<file path="src/rtl/opp_share_seq.sv">
// opp_share_seq
//   Sequencer/arbiter that time-shares one external 8-bit bit-reversal unit
//   (bit i -> bit 7-i) between two requesters. Narrow operations reverse the
//   low byte of the operand. Wide operations reverse all 16 bits using two
//   byte passes through the unit, with the byte halves swapped.
//
// Ports
//   clk                 rising-edge clock
//   rst                 asynchronous, active-low reset
//   reqN_valid          requester N has an operation (N = 0, 1)
//   reqN_ready          requester N accepted this cycle (combinational)
//   reqN_data[15:0]     requester N operand
//   reqN_wide           1: 16-bit reverse, 0: reverse low byte only
//   opp_in[7:0]         byte driven into the shared reversal unit
//   opp_out[7:0]        reversal unit result (combinational from opp_in)
//   rsp_valid           result available
//   rsp_ready           consumer takes result
//   rsp_data[15:0]      result
//   rsp_id              requester that issued the result
//   busy                sequencer is not idle
//   ops_count[7:0]      completed responses, wraps 255 -> 0
module opp_share_seq #(
  parameter int    UUID = 0,
  parameter string NAME = ""
) (
  input  logic        clk,
  input  logic        rst,
  input  logic        req0_valid,
  output logic        req0_ready,
  input  logic [15:0] req0_data,
  input  logic        req0_wide,
  input  logic        req1_valid,
  output logic        req1_ready,
  input  logic [15:0] req1_data,
  input  logic        req1_wide,
  output logic [7:0]  opp_in,
  input  logic [7:0]  opp_out,
  output logic        rsp_valid,
  input  logic        rsp_ready,
  output logic [15:0] rsp_data,
  output logic        rsp_id,
  output logic        busy,
  output logic [7:0]  ops_count
);

  typedef enum logic [1:0] {
    IDLE    = 2'd0,
    PASS_LO = 2'd1,
    PASS_HI = 2'd2,
    RESP    = 2'd3
  } state_t;

  state_t      state_q;
  state_t      state_d;
  logic        grant_id;
  logic        accept;
  logic        last_id_q;
  logic        hs;

  logic [15:0] op_data_p0;
  logic        op_wide_p0;
  logic [15:0] res_p1;
  logic        rsp_id_q;
  logic [7:0]  ops_count_q;

  // Identification-only parameters; folded into a sink so they are consumed.
  logic unused_params;
  assign unused_params = (UUID != 0) ^ (NAME == "");

  // Round robin: with both requesters valid, grant the one not served last.
  // last_id resets to 1 so the first contended grant goes to req0.
  always_comb begin
    grant_id = 1'b0;
    if (req0_valid && req1_valid) begin
      grant_id = ~last_id_q;
    end else if (req1_valid) begin
      grant_id = 1'b1;
    end
  end

  assign accept = (state_q == IDLE) && (req0_valid || req1_valid);
  assign hs     = (state_q == RESP) && rsp_ready;

  // State register
  always_ff @(posedge clk or negedge rst) begin
    if (!rst) begin
      state_q <= IDLE;
    end else begin
      state_q <= state_d;
    end
  end

  // Next-state logic
  always_comb begin
    state_d = state_q;
    case (state_q)
      IDLE:    if (accept) state_d = PASS_LO;
      PASS_LO: state_d = op_wide_p0 ? PASS_HI : RESP;
      PASS_HI: state_d = RESP;
      RESP:    if (rsp_ready) state_d = IDLE;
      default: state_d = IDLE;
    endcase
  end

  // Output decode. Ready is gated by rst so it reads 0 while reset is held.
  always_comb begin
    req0_ready = 1'b0;
    req1_ready = 1'b0;
    opp_in     = 8'h00;
    rsp_valid  = 1'b0;
    busy       = (state_q != IDLE);
    case (state_q)
      IDLE: begin
        req0_ready = rst && req0_valid && !grant_id;
        req1_ready = rst && req1_valid &&  grant_id;
      end
      PASS_LO: opp_in = op_data_p0[7:0];
      PASS_HI: opp_in = op_data_p0[15:8];
      RESP:    rsp_valid = 1'b1;
      default: ;
    endcase
  end

  // Stage p0: operand capture at acceptance; later input changes are ignored.
  always_ff @(posedge clk) begin
    if (accept) begin
      op_data_p0 <= grant_id ? req1_data : req0_data;
      op_wide_p0 <= grant_id ? req1_wide : req0_wide;
    end
  end

  // Stage p1: result assembly from the shared unit, plus response bookkeeping.
  // The low-byte pass lands in the high half for wide ops (byte swap).
  always_ff @(posedge clk or negedge rst) begin
    if (!rst) begin
      res_p1      <= 16'h0000;
      rsp_id_q    <= 1'b0;
      last_id_q   <= 1'b1;
      ops_count_q <= 8'h00;
    end else begin
      if (accept) begin
        rsp_id_q <= grant_id;
      end
      case (state_q)
        PASS_LO: begin
          if (op_wide_p0) begin
            res_p1[15:8] <= opp_out;
          end else begin
            res_p1 <= {8'h00, opp_out};
          end
        end
        PASS_HI: res_p1[7:0] <= opp_out;
        default: ;
      endcase
      if (hs) begin
        ops_count_q <= ops_count_q + 8'd1;
        last_id_q   <= rsp_id_q;
      end
    end
  end

  assign rsp_data  = res_p1;
  assign rsp_id    = rsp_id_q;
  assign ops_count = ops_count_q;

endmodule

</file>
<file path="config.mk">
export PLATFORM = sky130hd
export DESIGN_NAME = opp_share_seq
export DESIGN_NICKNAME = d
export VERILOG_FILES = /design/src/rtl/opp_share_seq.sv
export SDC_FILE = /design/constraint.sdc
export NUM_CORES = 1
export LEC_CHECK = 0
export ABC_AREA = 1
export BUFFER_PORTS_ARGS = -buffer_cell sky130_fd_sc_hd__buf_2
export CORE_MARGIN = 8
export CORE_UTILIZATION = 40
export CTS_CLUSTER_DIAMETER = 60
export DETAILED_ROUTE_END_ITERATION = 16
export HOLD_SLACK_MARGIN = 0.12
export PLACE_DENSITY = 0.67
export SYNTH_ARGS = -nofsm -noshare
export SYNTH_HDL_FRONTEND = slang
export SYNTH_SLANG_ARGS = --single-unit
</file>
<file path="constraint.sdc">
create_clock -name clk -period 2.95 [get_ports clk]
set_input_delay 0.1475 -clock clk [delete_from_list [all_inputs] [get_ports clk]]
set_output_delay 0.1475 -clock clk [all_outputs]
set_load 0.01 [all_outputs]
</file>
==> results by group <==
Timing
  – Final min period: around 2.3 ns
  – Worst clock skew: 0.00652 ns
  – Final count of pins violating max slew: 0
  – Hold Violations, Final: 0
  – RSZ-0062 raised after global routing: false
  – Final period util: 76.7%
  – Relative slew slack: ~38%
  – Setup_tns: 0 ns
  – # setup viols final: 0
  – F_max: about 0.44 GHz
  – Worst slew pin tran: approximately 0.94 ns

Finish
  – Fin nets: between 400 and 500
  – Share of cells above drive strength 1: 26.5%
  – Antenna fix cells: 0
  – P&R area growth vs syn: 38.4%
  – Multi-input gate area: just under 800 um2
  – Post-route cell area: roughly 3000 um2
  – Fill cell count: 539
  – Register area: approximately 1200 um2
  – Final Util: around 56%

Critical path
  – Worst path slowest cell: ha_1
  – Critical path peak fanout: 19
  – Worst r2r path cells: 5
  – Largest stage delay on the critical path: slightly below 0.8 ns
  – Crit Path Class: flop to output port
  – Reg2Reg Launch Point: last_id_q
  – Required @ worst endpoint: approximately 2.8 ns
  – R2R Path End: op_data_p0[3]
  – Setup crit end kind: output port
  – WP data arrival: around 2.1 ns
  – R2r setup slk: between 0.9 and 1 ns
  – CP startpoint kind: flop
  – Worst-path cell chain: inv_1 > ha_1 > nand2_1 > a21oi_1 > buf_2

Routing
  – Post-route ant nets: 0
  – DR pass1 iterations: 4
  – M1 WL: between 2 and 2.5 mm
  – Via density: between 4 and 5
  – DRC: 0
  – WL final: roughly 5.5 mm
  – Met3 WL: 417 um
  – WL/cell: 12.5 um
  – Initial DRC count: between 70 and 80
  – Met2 WL: 2.54 mm
  – Via count: about 2000
  – Top Layer Used: met4

Clock network
  – Worst-Skew Late Latency: 0.29 ns
  – CTS tree: yes
  – Max clock buf depth: 2
  – CTS Root Cell: clkbuf_8
  – # resized after CTS: 0
  – Clock buffer count from CTS: 5
  – CTS H-Tree Depth: 2
  – Clock Sinks: between 40 and 50
  – CTS clock-pin slew for the worst setup and hold paths: approximately 0.090 ns

Place
  – Placed cell areas: ~2700 um2
  – DP HPWL: between 3 and 4 mm
  – Routability-driven placement congestion ratio: 0.765
  – Number of port buffers: a little over 80

Logic synthesis
  – Synth Instances: between 200 and 300
  – Seq cells post-synth: 45
  – Synth area leaders: dfrtp_1, edfxtp_1, nand2_1
  – Syn nets: between 300 and 400
  – Post-Syn Area: 2200 um2
  – Top cell type's share of synthesized area: around 31%
  – Post-synthesis cell type count: 23
  – Avg Inst Size Synth: 8.73 um2
  – Dominant cell type by area after synthesis: dfrtp_1
  – Register area share after synthesis: between 50 and 60%
  – Warnings, synthesis: 0

Global route
  – Largest net degree at the start of global routing: 30
  – First-pass GRT wire length: around 9.6 mm
  – GR Overflow Total: 0
  – Vias in the first global route: 2050
  – Total GRT Usage: 14.3%
  – Initial antenna violation count: 0

Power
  – Clock power share: roughly 16%
  – Final total power: approximately 0.0026 W
  – Worst vdd ir: 355 uV
  – Share of power burned in registers: 40.9%
  – Switch Pwr: between 0.001 and 0.0015 W
  – Pleak: 1.61 nW
  – Sw Share: between 30 and 40%
  – Power Dens Cells: between 800 and 900 nW/um2
  – Int Power: 0.00154 W
  – Combinational share of power: roughly 43%

Min path
  – Hold Path Depth: 3
  – Hold_sp: req0_data[14]
  – Worst hold path class: primary input to flop
  – Hold endpoint: op_data_p0[14]

Flow run
  – Max cap viols: 0

Die
  – Die Wd: roughly 90 um
  – Core area: about 5400 um2
  – Die height: around 90 um
  – Starting Density: 40.7%
  – DIE AREA: 8130 um2
  – Std-Cell Rows: 27
  – I/O pins: 84

Run status
  – Outcome: completed
cell type report:
class	instances	share of cell area [%]
tap	72	2.96
timing repair buffer	112	23.1
sequential	45	39.8
inverter	37	4.64
clock buffer	7	3.20
multi-input combinational	164	26.1
clock inverter	1	0.164
what timing repair did:
action                                  4_1_cts  5_1_grt
hold buffers                                 28        0
buffers inserted                              0        0
endpoints found under the setup margin        0        0
endpoints found under the hold margin        44        0
kinds of logic after synthesis:
group,after synthesis,synth area share [%]
flip-flops,45,55.1
adder cells (fa/ha/maj),7,3.98
buffers and inverters,43,8.76
AND/OR/NAND/NOR,124,22.7
AO/OA/AOI/OAI,30,8.30
XOR/XNOR,3,1.19
state kept, by name, indices dropped and copies added (netlist names):
register	cells
last_id_q	1
op_data_p0	16
rsp_id	1
ops_count	8
op_wide_p0	1
rsp_data	16
state_q	2
cells in the final DEF, fill, tap and decap left out:
master         instances
nand3_1                5
nand3b_1               2
a21oi_4                1
clkbuf_8               5
xor2_1                 3
a21oi_1                8
nor2_1                10
buf_2                 83
dfrtp_1               27
nand2_8                1
clkinv_1               1
ha_1                   7
edfxtp_1              17
o21ai_4                1
nor3_1                 1
clkinv_2               1
nand2_1              104
inv_4                  1
clkbuf_1               1
o22ai_1                8
buf_4                  1
dfstp_2                1
o21ai_0               12
dlygate4sd3_1         28
clkbuf_16              1
inv_1                 35
nand2_2                1
cell usage after synthesis, drive strengths merged:
| cell | n |
|---|---|
| nand2 | 106 |
| inv | 36 |
| dfrtp | 27 |
| edfxtp | 17 |
| o21ai | 13 |
| nor2 | 10 |
| a21oi | 9 |
| o22ai | 8 |
| ha | 7 |
| buf | 6 |
| nand3 | 5 |
| xor2 | 3 |
| nand3b | 2 |
| clkinv | 1 |
| dfstp | 1 |
| nor3 | 1 |
power by group through the flow:
| stage | logic [W] | registers (W) | clock network (W) |
|---|---|---|---|
| after detailed placement | 0.00107 | 0.00106 | 0 |
| after global placement | 0.00105 | 0.00106 | 0 |
| after CTS | 0.00112 | 0.00105 | 0.000435 |
| after global routing | 0.00125 | 0.00108 | 0.000460 |
| after floorplan | 0.000644 | 0.00110 | 0 |
| final | 0.00109 | 0.00105 | 0.000421 |
worst max-delay path, delay by kind of cell (launching register included):
family          cells  cell delay [ns]
flops               1             0.44
compound gates      1             0.17
buf+inv             2             0.28
fa+ha+maj           1             0.78
simple gates        1             0.14
how the worst max path moves through the flow:
stage | from | to | slack, ns | cells after the start
after CTS | state_q[1] | opp_in[2] | 0.66 | 5
after global placement | state_q[1] | rsp_data[5] | 1.08 | 5
after detailed placement | state_q[1] | opp_in[2] | 1.01 | 5
final | state_q[1] | opp_in[2] | 0.69 | 5
after floorplan | state_q[0] | op_data_p0[0] | 1.44 | 4
after global routing | state_q[1] | opp_in[2] | 0.54 | 5
routing by layer:
| metal | up-vias | track usage, % |
|---|---|---|
| li1 | 1010 | - |
| met1 | 870 | 15.9 |
| met2 | 67 | 24.0 |
| met3 | 5 | 5.24 |
| met4 | 0 | 5.83 |
| met5 | - | 0 |
per-stage QoR:
stage / cells / worst slack (ns) / hold WS (ns)
after floorplan: 252 / 1.44 / -0.148
after global placement: 402 / 1.08 / 0.179
after detailed placement: 402 / 1.01 / 0.177
after CTS: 438 / 0.657 / 0.121
after global routing: 438 / 0.536 / 0.121
final: 438 / 0.688 / 0.123
No activity file was read; power rests on OpenSTA's default activity.
